===== src/rtl/riscv_mem_port_arb.sv =====
// -----------------------------------------------------------------------------
// riscv_mem_port_arb
//
// Merges NUM_PORTS memory request ports (vc_MemReqMsg format) onto a single
// memory request port and routes each in-order memory response back to the
// port that issued the matching request. A small tag FIFO remembers, in issue
// order, which port every outstanding request came from.
//
// Arbitration is round-robin by default. Defining RISCV_MEM_ARB_FIXED_PRIO_EN
// switches to fixed priority (lowest-indexed valid port wins). Use this for
// dual-issue fetch, where the older slot (port 0) must never be starved.
//
// Ports:
//   clk, reset    single clock domain; synchronous, active-high reset
//   inreq_msg     per-port request, port i at [i*REQ_SZ +: REQ_SZ]
//   inreq_val     per-port request valid
//   inreq_rdy     per-port request ready (one-hot or zero)
//   inresp_msg    per-port response; every slice carries memresp_msg
//   inresp_val    per-port response valid (one-hot or zero)
//   memreq_msg    merged request to memory
//   memreq_val    merged request valid
//   memreq_rdy    memory ready
//   memresp_msg   memory response
//   memresp_val   memory response valid (no back-pressure)
//   outstanding   current tag FIFO occupancy
//   resp_err      sticky: a response arrived with no outstanding tag
//
// Handshake semantics: a request transfers on a cycle where its val and rdy
// are both high. memreq_val never depends on memreq_rdy, so the memory side
// may derive its ready from our valid without a loop. Responses have no
// ready: a memresp_val pulse is consumed in that same cycle.
// -----------------------------------------------------------------------------
module riscv_mem_port_arb #(
    parameter int NUM_PORTS       = 2,
    parameter int PORT_W          = 1,
    parameter int REQ_SZ          = 67,
    parameter int RESP_SZ         = 35,
    parameter int MAX_OUTSTANDING = 4,
    parameter int CNT_W           = 3
) (
    input  logic                         clk,
    input  logic                         reset,
    input  logic [NUM_PORTS*REQ_SZ-1:0]  inreq_msg,
    input  logic [NUM_PORTS-1:0]         inreq_val,
    output logic [NUM_PORTS-1:0]         inreq_rdy,
    output logic [NUM_PORTS*RESP_SZ-1:0] inresp_msg,
    output logic [NUM_PORTS-1:0]         inresp_val,
    output logic [REQ_SZ-1:0]            memreq_msg,
    output logic                         memreq_val,
    input  logic                         memreq_rdy,
    input  logic [RESP_SZ-1:0]           memresp_msg,
    input  logic                         memresp_val,
    output logic [CNT_W-1:0]             outstanding,
    output logic                         resp_err
);

    localparam int PTR_W = (MAX_OUTSTANDING > 1) ? $clog2(MAX_OUTSTANDING) : 1;

    // Tag FIFO: entry = index of the port that issued the request
    logic [PORT_W-1:0] tag_mem [MAX_OUTSTANDING];
    logic [PTR_W-1:0]  head;
    logic [PTR_W-1:0]  tail;
    logic [CNT_W-1:0]  count;
    logic [PORT_W-1:0] head_tag;

    logic [PORT_W-1:0] gnt;
    logic              any_val;
    logic              full;
    logic              fire;
    logic              resp_ok;

`ifndef RISCV_MEM_ARB_FIXED_PRIO_EN
    logic [PORT_W-1:0] rr_ptr;
`endif

    // full is taken from the registered count, so a pop in the same cycle
    // does not open a slot for a push until the following cycle.
    assign any_val    = |inreq_val;
    assign full       = (count == CNT_W'(MAX_OUTSTANDING));
    assign memreq_val = any_val & ~full;
    assign fire       = memreq_val & memreq_rdy;

    // ------------------------------------------------------------------
    // Grant selection
    // ------------------------------------------------------------------
`ifdef RISCV_MEM_ARB_FIXED_PRIO_EN
    always_comb begin : grant_fixed
        logic found;
        gnt   = '0;
        found = 1'b0;
        for (int i = 0; i < NUM_PORTS; i++) begin
            if (inreq_val[i] && !found) begin
                gnt   = PORT_W'(i);
                found = 1'b1;
            end
        end
    end
`else
    // Pick the valid port with the smallest circular distance from rr_ptr.
    // Distances are computed in int so a non-power-of-two NUM_PORTS wraps
    // correctly.
    always_comb begin : grant_rr
        int d;
        int best_d;
        gnt    = '0;
        d      = 0;
        best_d = NUM_PORTS;
        for (int i = 0; i < NUM_PORTS; i++) begin
            if (inreq_val[i]) begin
                d = i - int'(rr_ptr);
                if (d < 0) begin
                    d = d + NUM_PORTS;
                end
                if (d < best_d) begin
                    best_d = d;
                    gnt    = PORT_W'(i);
                end
            end
        end
    end
`endif

    // Request mux and per-port ready
    always_comb begin
        memreq_msg = '0;
        for (int i = 0; i < NUM_PORTS; i++) begin
            if (gnt == PORT_W'(i)) begin
                memreq_msg = inreq_msg[i*REQ_SZ +: REQ_SZ];
            end
        end
    end

    always_comb begin
        inreq_rdy = '0;
        for (int i = 0; i < NUM_PORTS; i++) begin
            inreq_rdy[i] = memreq_val && memreq_rdy && (gnt == PORT_W'(i));
        end
    end

    // ------------------------------------------------------------------
    // Response routing (zero latency)
    // ------------------------------------------------------------------
    // A response with an empty FIFO is dropped, even when a request fires
    // in that same cycle: the new tag is not visible until it is registered.
    assign resp_ok    = memresp_val && (count != '0);
    assign head_tag   = tag_mem[head];
    assign inresp_msg = {NUM_PORTS{memresp_msg}};

    always_comb begin
        inresp_val = '0;
        for (int i = 0; i < NUM_PORTS; i++) begin
            inresp_val[i] = resp_ok && (head_tag == PORT_W'(i));
        end
    end

    assign outstanding = count;

    // ------------------------------------------------------------------
    // State update
    // ------------------------------------------------------------------
    // Tag storage needs no reset: only entries between head and tail are read.
    always_ff @(posedge clk) begin
        if (!reset && fire) begin
            tag_mem[tail] <= gnt;
        end
    end

    always_ff @(posedge clk) begin
        if (reset) begin
            head     <= '0;
            tail     <= '0;
            count    <= '0;
            resp_err <= 1'b0;
        end else begin
            if (fire) begin
                tail <= tail + PTR_W'(1);
            end
            if (resp_ok) begin
                head <= head + PTR_W'(1);
            end
            if (fire && !resp_ok) begin
                count <= count + CNT_W'(1);
            end else if (!fire && resp_ok) begin
                count <= count - CNT_W'(1);
            end
            if (memresp_val && (count == '0)) begin
                resp_err <= 1'b1;
            end
        end
    end

`ifndef RISCV_MEM_ARB_FIXED_PRIO_EN
    // Pointer moves just past the winner; explicit wrap for odd port counts.
    always_ff @(posedge clk) begin
        if (reset) begin
            rr_ptr <= '0;
        end else if (fire) begin
            if (gnt == PORT_W'(NUM_PORTS - 1)) begin
                rr_ptr <= '0;
            end else begin
                rr_ptr <= gnt + PORT_W'(1);
            end
        end
    end
`endif

endmodule

===== config.mk =====
export PLATFORM = sky130hd
export DESIGN_NAME = riscv_mem_port_arb
export DESIGN_NICKNAME = d
export VERILOG_FILES = /design/src/rtl/riscv_mem_port_arb.sv
export SDC_FILE = /design/constraint.sdc
export NUM_CORES = 1
export LEC_CHECK = 0
export ABC_CLOCK_PERIOD_IN_PS = 4100
export CAP_MARGIN = 20
export CORE_AREA = 8 8 118 120
export DETAILED_ROUTE_END_ITERATION = 8
export DIE_AREA = 0 0 126 128
export GPL_TIMING_DRIVEN = 0
export PLACE_DENSITY = 0.63
export REMOVE_ABC_BUFFERS = 1
export SLEW_MARGIN = 20
export SYNTH_ARGS = -nofsm -noshare
export SYNTH_HDL_FRONTEND = slang
export SYNTH_SLANG_ARGS = --single-unit
export TNS_END_PERCENT = 10

===== constraint.sdc =====
create_clock -name clk -period 4.1 [get_ports clk]
set_clock_uncertainty 0.15 [all_clocks]
set_input_delay 0.82 -clock clk [delete_from_list [all_inputs] [get_ports clk]]
set_output_delay 0.82 -clock clk [all_outputs]
set_load 0.02 [all_outputs]

# Word level (Yosys, flattened, before mapping)
# Memory sizes are Yosys's and may differ from the RTL's. A register that Yosys moved wholly into a read port is not among the register bits.
# Cells that the tools add are included.
# W data, S select, Z words.
[op_classes] magnitude_cmp=4 mul=0 shift=0 bitwise=5 div=0 reduce_logical=17 muxes=16 eq_ne=1 addsub=9
[op_table] operator="$mux W32" count=6
[op_table] operator="$mux W67" count=1
[op_table] operator="$lt A32 B3 Y1 const B" count=1
[op_table] operator="$lt A32 B32 Y1" count=1
[op_table] operator="$logic_and A1 B1 Y1" count=10
[op_table] operator="$add A2 B3 Y4 const B" count=2
[op_table] operator="$mux W3" count=2
[op_table] operator="$mux W1" count=5
[op_table] operator="$add A2 B1 Y2 const B" count=2
[op_table] operator="$lt A2 B1 Y1 const B" count=2
[op_table] operator="$mux W2" count=2
[op_table] operator="$sub A1 B1 Y2 const A" count=2
[op_table] operator="$add A3 B1 Y3 const B" count=1
[op_table] operator="$eq A3 B3 Y1 const B" count=1
[op_table] operator="$logic_not A1 Y1" count=3
[op_table] operator="$logic_not A3 Y1" count=1
[op_table] operator="$not A1 Y1" count=3
[op_table] operator="$reduce_bool A3 Y1" count=1
[op_table] operator="$sub A3 B1 Y3 const B" count=1
[op_table] operator="$and A1 B1 Y1" count=2
[op_table] operator="$reduce_bool A2 Y1" count=1
[op_table] operator="$reduce_or A2 Y1" count=1
[op_table] operator="$add A1 B1 Y1 const B" count=1
[word_totals] latch_bits=0 romBits=0 in_bits=175 output_inout_bits=146 ram_bits=4 regBits=9 memories=1
[mem_list] name="tag_mem" words=4 width=1 read_ports=1 rd_clocked_by_memory_dff=1 wr=1 line_no="60" text="logic [PORT_W-1:0] tag_mem [MAX_OUTSTANDING];"

# Longest topological paths before layout
# Gate-level depths: netlist of the first run.
[depth] depth_word=12 mapped_depth=10

# Worst setup path after synthesis of the first run
# OpenSTA, ideal clock, no wires.
[synth_timing] kind="input to output" startpoint="input port inreq_val[1]" endpoint="output port memreq_msg[5]" path_buffers=2 cell_stages=4 t_arrival_ns=1.766 path_slack_ns=1.364 required_time_ns=3.130 cell_sequence="a21boi_2 -> buf_4 -> buf_6 -> mux2_1"
[synth_between] elab_chain_cells=2
[synth_lines] element="start: declaration" line_no="44" text="input logic [NUM_PORTS-1:0] inreq_val,"
[synth_lines] element="$mux W1" line_no="109" text="if (inreq_val[i]) begin"
[synth_lines] element="$mux W67" line_no="127" text="if (gnt == PORT_W'(i)) begin"
[synth_lines] element="end: declaration" line_no="48" text="output logic [REQ_SZ-1:0] memreq_msg,"
# No other way between the ends.

# Worst setup path after layout of the first run
[layout_timing] startpoint="input port inreq_val[1]" endpoint="output port memreq_msg[8]"
# The elaborated chain is that of the path after synthesis.

==> results.sh, run 1 <==
export IMPL_status="finished clean"
export IMPL_synth_warnings=0
export IMPL_netlist_instances=212
export IMPL_synth_seq_cells=15
export IMPL_clockBufferDepth=2
export IMPL_path_max_fanout=24
export IMPL_crit_required_ns=3.13
export IMPL_worstHoldPathType="register to register"
export IMPL_dr_first_iter_drc_count=28
export IMPL_dieArea_um2=16130
export IMPL_min_from="resp_err"
export IMPL_path_cells="clkdlybuf4s50_1, a21boi_4, buf_16, buf_16, buf_16, mux2_2, clkdlybuf4s50_1"
export IMPL_rsz0062_at_grt="false"
export IMPL_finalHoldWorstSlack_ns=0.3355
export IMPL_async_reset_ff_share_pct=0
export IMPL_cts_tree="yes"
export IMPL_finalPower_mw=1.096
export IMPL_htree_levels=1
export IMPL_finalHoldViolCount=0
export IMPL_initial_core_util_pct=16.96
export IMPL_antenna_found_initial=0
export IMPL_wl_per_cell_um=21.76
export IMPL_worstSetupEndpointType="output pin"
export IMPL_crit_family="buffers and inverters"
export IMPL_slowest_stage="clkdlybuf4s50_1"
export IMPL_io_buffers=215
export IMPL_dp_hpwl_um=10120
export IMPL_antenna_cells=0
export IMPL_worstMarginPinSlew_ns=0.5551
export IMPL_ys_types=32
export IMPL_synth_ff_type="dfxtp_1"
export IMPL_drive_above_1_share_pct=22.47
export IMPL_slew_violations=0
export IMPL_nNetsFinal=538
export IMPL_std_cell_rows=41
export IMPL_place_ws_ns=-0.2353
export IMPL_rr_startpoint="outstanding[0]"
export IMPL_seq_area_frac_synth_pct=16.44
export IMPL_clk_latency_ns=0.25
export IMPL_p_per_area_nw_per_um2=270.5
export IMPL_path_class="input port to output pin"
export IMPL_arrival_ns=3.07
export IMPL_track_usage_pct=12.75
export IMPL_root_buffer="clkbuf_16"
export IMPL_vias_per_cell=4.156
export IMPL_grt_max_degree=25
export IMPL_postRouteAntennaNets=0
export IMPL_grt_pass1_wl_um=15380
export IMPL_met1_usage_pct=12.18
export IMPL_die_h_um=128
export IMPL_use_met3_pct=12.31
export IMPL_core_um2=12210
export IMPL_final_common_cell="clkdlybuf4s50_1"
export IMPL_first_global_vias=2535
export IMPL_synth_area_um2=2071
export IMPL_grt_busiest_layer="met2"
export IMPL_setup_viol=0
export IMPL_critPathLaunch="inreq_val[1]"
export IMPL_final_cell_mix="clkdlybuf4s50_1 (197), mux2_2 (66), dlymetal6s2s_1 (18)"
export IMPL_gr_total_overflow=0
export IMPL_path_clk_slew_ns=0.05
export IMPL_fillers=1239
export IMPL_drt_pass1_iter_count=3
export IMPL_cts_sinks=15
export IMPL_die_width_um=126
export IMPL_maxCapViolations=0
export IMPL_ioPinCount=321
export IMPL_path_common_cell="buf_16"
export IMPL_synthToLayoutAreaGrowth_pct=95.65
export IMPL_slowest_delay_ns=0.55
export IMPL_numCtsBuffers=3
export IMPL_max_vdd_ir_drop_uv=133.2
export IMPL_fin_crit_sh_pct=98.45
export IMPL_clock_fmax_mhz=247.7
export IMPL_drcViolationCount=0
export IMPL_routed_wl_um=11010
export IMPL_avgSynthCellArea_um2=9.768
export IMPL_leakage_nw=1.638
export IMPL_slew_headroom_pct=62.68
export IMPL_critPathLaunchType="input port"
export IMPL_finalWorstSetupSlack_ns=0.06356
export IMPL_worst_path_buf_inv=5
export IMPL_cts_hold_buffers_added=0
export IMPL_place_gp_congestion=0.7404
export IMPL_met2_usage_pct=19.63
export IMPL_synth_edf_count=4
export IMPL_min_period_ns=4.036
export IMPL_via_count=2103
[cells in the mapped netlist (all sizes together), types with 2 or more instances]
library cell | n | area share [%]
buf | 78 | 28
mux2 | 67 | 36
dfxtp | 11 | 11
nor2 | 8 | 1.5
inv | 6 | 1.1
ha | 5 | 3.0
a21oi | 4 | 0.97
edfxtp | 4 | 5.8
nor3b | 4 | 1.5
xor2 | 4 | 1.7
a21o | 2 | 0.79
nand3 | 2 | 0.48
o21a | 2 | 0.72
[worst reg2reg max path: stages (launching register included)]
cell     delay, ns
dfxtp_1       0.49
or3b_1        0.32
nand2_1       0.23
inv_1         0.10
ha_1          0.18
inv_1         0.07
fa_1          0.38
xor2_1        0.17
or3_2         0.41
a21oi_1       0.17
[per-stage QoR]
stage | std cells | TNS [ns] | util [%] | area [µm²]
final | 506 | 0 | 33.18 | 4051
after global routing | 506 | 0 | 33.18 | 4051
after CTS | 506 | 0 | 32.81 | 4006
after detailed placement | 501 | -5.811 | 32.08 | 3916
after global placement | 498 | -139.91 | 31.34 | 3826
after floorplan | 133 | -6.876 | - | 1486
[path summary, 6_finish.rpt]
path         depth (start not counted)             end  slack, ns
min                                  2        resp_err       0.34
max reg2reg                          9  outstanding[2]       1.36
min reg2reg                          2        resp_err       0.34
max                                  7   memreq_msg[8]       0.06
[timing repair]
action / in CTS / in global routing
setup endpoints to repair: 45 / 18
gates cloned: 0 / 0
resized for setup: 0 / 18
setup buffers: 1 / 0
[routing by layer]
layer	vias up	share of wire, %
met5	-	0.77
met4	2	0.33
met3	7	21
met2	189	44
met1	957	34
li1	948	-
[where the power goes]
part / switching, mW / internal [mW]
Sequential: 0.0331 / 0.187
Clock: 0.0604 / 0.131
Combinational: 0.286 / 0.399
[cell type report]
type                       count  area (µm²)  share of cell area [%]
clock buffer                   3       75.07                   1.853
clock inverter                 1       7.507                  0.1853
inverter                       6       22.52                  0.5559
multi-input combinational    112        1131                   27.92
sequential                    15       340.3                   8.400
tap                          150       187.7                   4.632
timing repair buffer         219        2287                   56.45
[cells by family (layout without fill, tap and decap cells)]
kind of cell | count (synthesis) | in the layout | synth area share [%]
AOI/OAI and AO/OA | 14 | 14 | 5.619
xor gates and xnor gates | 4 | 4 | 1.692
adders and majority gates | 6 | 6 | 3.988
buffers and inverters | 85 | 229 | 29.30
DFF | 15 | 15 | 16.44
muxes | 69 | 69 | 38.01
and+or+nand+nor | 19 | 19 | 4.955
No activity file was read; power rests on OpenSTA's default activity.
==> run 2, diff against run 1 <==
--- a/config.mk
+++ b/config.mk
@@ -5,7 +5,7 @@
 export SDC_FILE = /design/constraint.sdc
 export NUM_CORES = 1
 export LEC_CHECK = 0
-export ABC_CLOCK_PERIOD_IN_PS = 4100
+export ABC_CLOCK_PERIOD_IN_PS = 5170
 export CAP_MARGIN = 20
 export CORE_AREA = 8 8 118 120
 export DETAILED_ROUTE_END_ITERATION = 8
@@ -13,7 +13,6 @@
 export GPL_TIMING_DRIVEN = 0
 export PLACE_DENSITY = 0.63
 export REMOVE_ABC_BUFFERS = 1
-export SLEW_MARGIN = 20
 export SYNTH_ARGS = -nofsm -noshare
 export SYNTH_HDL_FRONTEND = slang
 export SYNTH_SLANG_ARGS = --single-unit
==> constraint.sdc (replaced) <==
create_clock -name clk -period 5.17 [get_ports clk]
set_clock_uncertainty 0.15 [all_clocks]
set_input_delay 1.034 -clock clk [delete_from_list [all_inputs] [get_ports clk]]
set_output_delay 1.034 -clock clk [all_outputs]
set_load 0.02 [all_outputs]
==> run 2 against run 1 <==
  * Utilization decreased by 0.72 points
  * Routed wire length increased by 0.93%
  * Setup slack improved by 0.24 ns
  * Largest cell class unchanged
==> results.sh, run 2 (same netlist as run 1, synthesis figures left out) <==
export IMPL_fillers=1274
export IMPL_dieArea_um2=16130
export IMPL_placed_area_um2=3881
export IMPL_drt_pass1_iter_count=4
export IMPL_synthToLayoutAreaGrowth_pct=91.42
export IMPL_slowest_stage="a21boi_4"
export IMPL_htree_levels=1
export IMPL_place_ws_ns=0.2404
export IMPL_cts_hold_buffers_added=0
export IMPL_dp_hpwl_um=10140
export IMPL_design_area_um2=3964
export IMPL_slew_headroom_pct=43.55
export IMPL_reg2reg_to="outstanding[2]"
export IMPL_setup_viol=0
export IMPL_vias_per_cell=4.129
export IMPL_wl_per_cell_um=22.05
export IMPL_max_vdd_ir_drop_uv=95.20
export IMPL_leakage_nw=1.453
export IMPL_die_width_um=126
export IMPL_post_cts_setup_buffer_count=0
export IMPL_finalHoldWorstSlack_ns=0.3450
export IMPL_seq_area_um2=340.3
export IMPL_ioPinCount=321
export IMPL_path_max_fanout=31
export IMPL_finalPower_mw=0.8687
export IMPL_final_common_cell="clkdlybuf4s50_1"
export IMPL_min_period_ns=4.868
export IMPL_critPathLaunchType="input port"
export IMPL_clk_latency_ns=0.25
export IMPL_slowest_delay_ns=0.72
export IMPL_finalWorstSetupSlack_ns=0.3016
export IMPL_cts_sinks=15
export IMPL_core_um2=12210
export IMPL_worst_r2r_path_depth=9
export IMPL_initial_core_util_pct=16.96
export IMPL_cts_tree="yes"
export IMPL_ctsResizeCount=0
export IMPL_multi_input_area_um2=1131
export IMPL_via_count=2081
export IMPL_crit_required_ns=3.99
export IMPL_root_buffer="clkbuf_16"
export IMPL_dr_first_iter_drc_count=48
export IMPL_grt_pass1_wl_um=15460
export IMPL_worstHoldPathType="register to register"
export IMPL_rrSetupSlack_ns=2.41
export IMPL_slew_violations=0
export IMPL_final_cell_mix="clkdlybuf4s50_1 (215), mux2_2 (66), dfxtp_1 (11)"
export IMPL_clockBufferDepth=2
export IMPL_worstMarginPinSlew_ns=0.8446
export IMPL_first_global_vias=2505
export IMPL_maxCapViolations=0
export IMPL_use_met3_pct=12.65
export IMPL_path_clk_slew_ns=0.05
export IMPL_die_h_um=128
export IMPL_min_to="resp_err"
export IMPL_met1_usage_pct=11.99
export IMPL_arrival_ns=3.68
export IMPL_numCtsBuffers=3
export IMPL_rr_startpoint="outstanding[0]"
export IMPL_grt_max_degree=32
export IMPL_gr_total_overflow=0
export IMPL_rsz0062_at_grt="false"
export IMPL_status="finished clean"
export IMPL_hold_depth=2
export IMPL_antenna_found_initial=0
export IMPL_routed_wl_um=11120
export IMPL_std_cell_rows=41
export IMPL_track_usage_pct=12.71
export IMPL_grt_busiest_layer="met2"
export IMPL_fin_crit_sh_pct=94.17
export IMPL_finalHoldViolCount=0
export IMPL_path_class="input port to output pin"
export IMPL_nNetsFinal=536
export IMPL_p_per_area_nw_per_um2=219.2
export IMPL_tns_ns=0
export IMPL_drcViolationCount=0
export IMPL_path_cells="clkdlybuf4s50_1, a21boi_4, buf_16, buf_12, mux2_2, clkdlybuf4s50_1"
export IMPL_met2_usage_pct=19.60
export IMPL_path_common_cell="clkdlybuf4s50_1"
export IMPL_clock_fmax_mhz=205.4
export IMPL_postRouteAntennaNets=0
export IMPL_worstSetupEndpointType="output pin"
export IMPL_io_buffers=215
export IMPL_antenna_cells=0
export IMPL_min_from="resp_err"
export IMPL_drive_above_1_share_pct=22.03
export IMPL_place_gp_congestion=0.7404
## run 2: power by group
group	total, mW	switching, mW	internal (mW)
Clock	0.153	0.0491	0.104
Sequential	0.174	0.0260	0.148
Combinational	0.541	0.228	0.314
Total	0.869	0.303	0.566
## run 2: routing by layer
layer  up-vias  share of wire [%]
li1        945                  -
met1       932                 34
met2       198                 44
met3         4                 21
met4         2               0.26
met5         -               0.76
## run 2: worst max-delay path: cells and delay by family
| family | cells | cell delay [ns] |
|---|---|---|
| AOI/OAI and AO/OA | 1 | 0.72 |
| buffers and inverters | 4 | 1.54 |
| muxes | 1 | 0.36 |
## run 2: layout make-up
type	count	area share, %
inverter	6	0.5682
timing repair buffer	217	55.49
sequential	15	8.586
clock buffer	3	1.894
tap	150	4.735
clock inverter	1	0.1894
multi-input combinational	112	28.54
## run 2: worst max path at each step
stage                       from        endpoint  slack, ns
finish              inreq_val[1]  memreq_msg[59]       0.30
global route        inreq_val[1]  memreq_msg[57]       0.14
CTS                 inreq_val[1]  memreq_msg[59]       0.22
detailed placement  inreq_val[1]  memreq_msg[59]       0.24
global placement    inreq_val[1]  memreq_msg[45]      -1.44
floorplan           inreq_val[1]   memreq_msg[0]       0.54
## run 2: through the flow
stage	util, %	std cells
final	32.47	504
after floorplan	-	133
after global routing	32.47	504
after global placement	31.34	498
after detailed placement	31.79	500
after CTS	32.47	504
==> run 3, diff against run 2 <==
--- a/config.mk
+++ b/config.mk
@@ -8,6 +8,7 @@
 export ABC_CLOCK_PERIOD_IN_PS = 5170
 export CAP_MARGIN = 20
 export CORE_AREA = 8 8 118 120
+export CTS_BUF_LIST = sky130_fd_sc_hd__clkbuf_16
 export DETAILED_ROUTE_END_ITERATION = 8
 export DIE_AREA = 0 0 126 128
 export GPL_TIMING_DRIVEN = 0
==> results of run 3 <==
The final DEF is identical to that of run 2; final timing and power are the same.
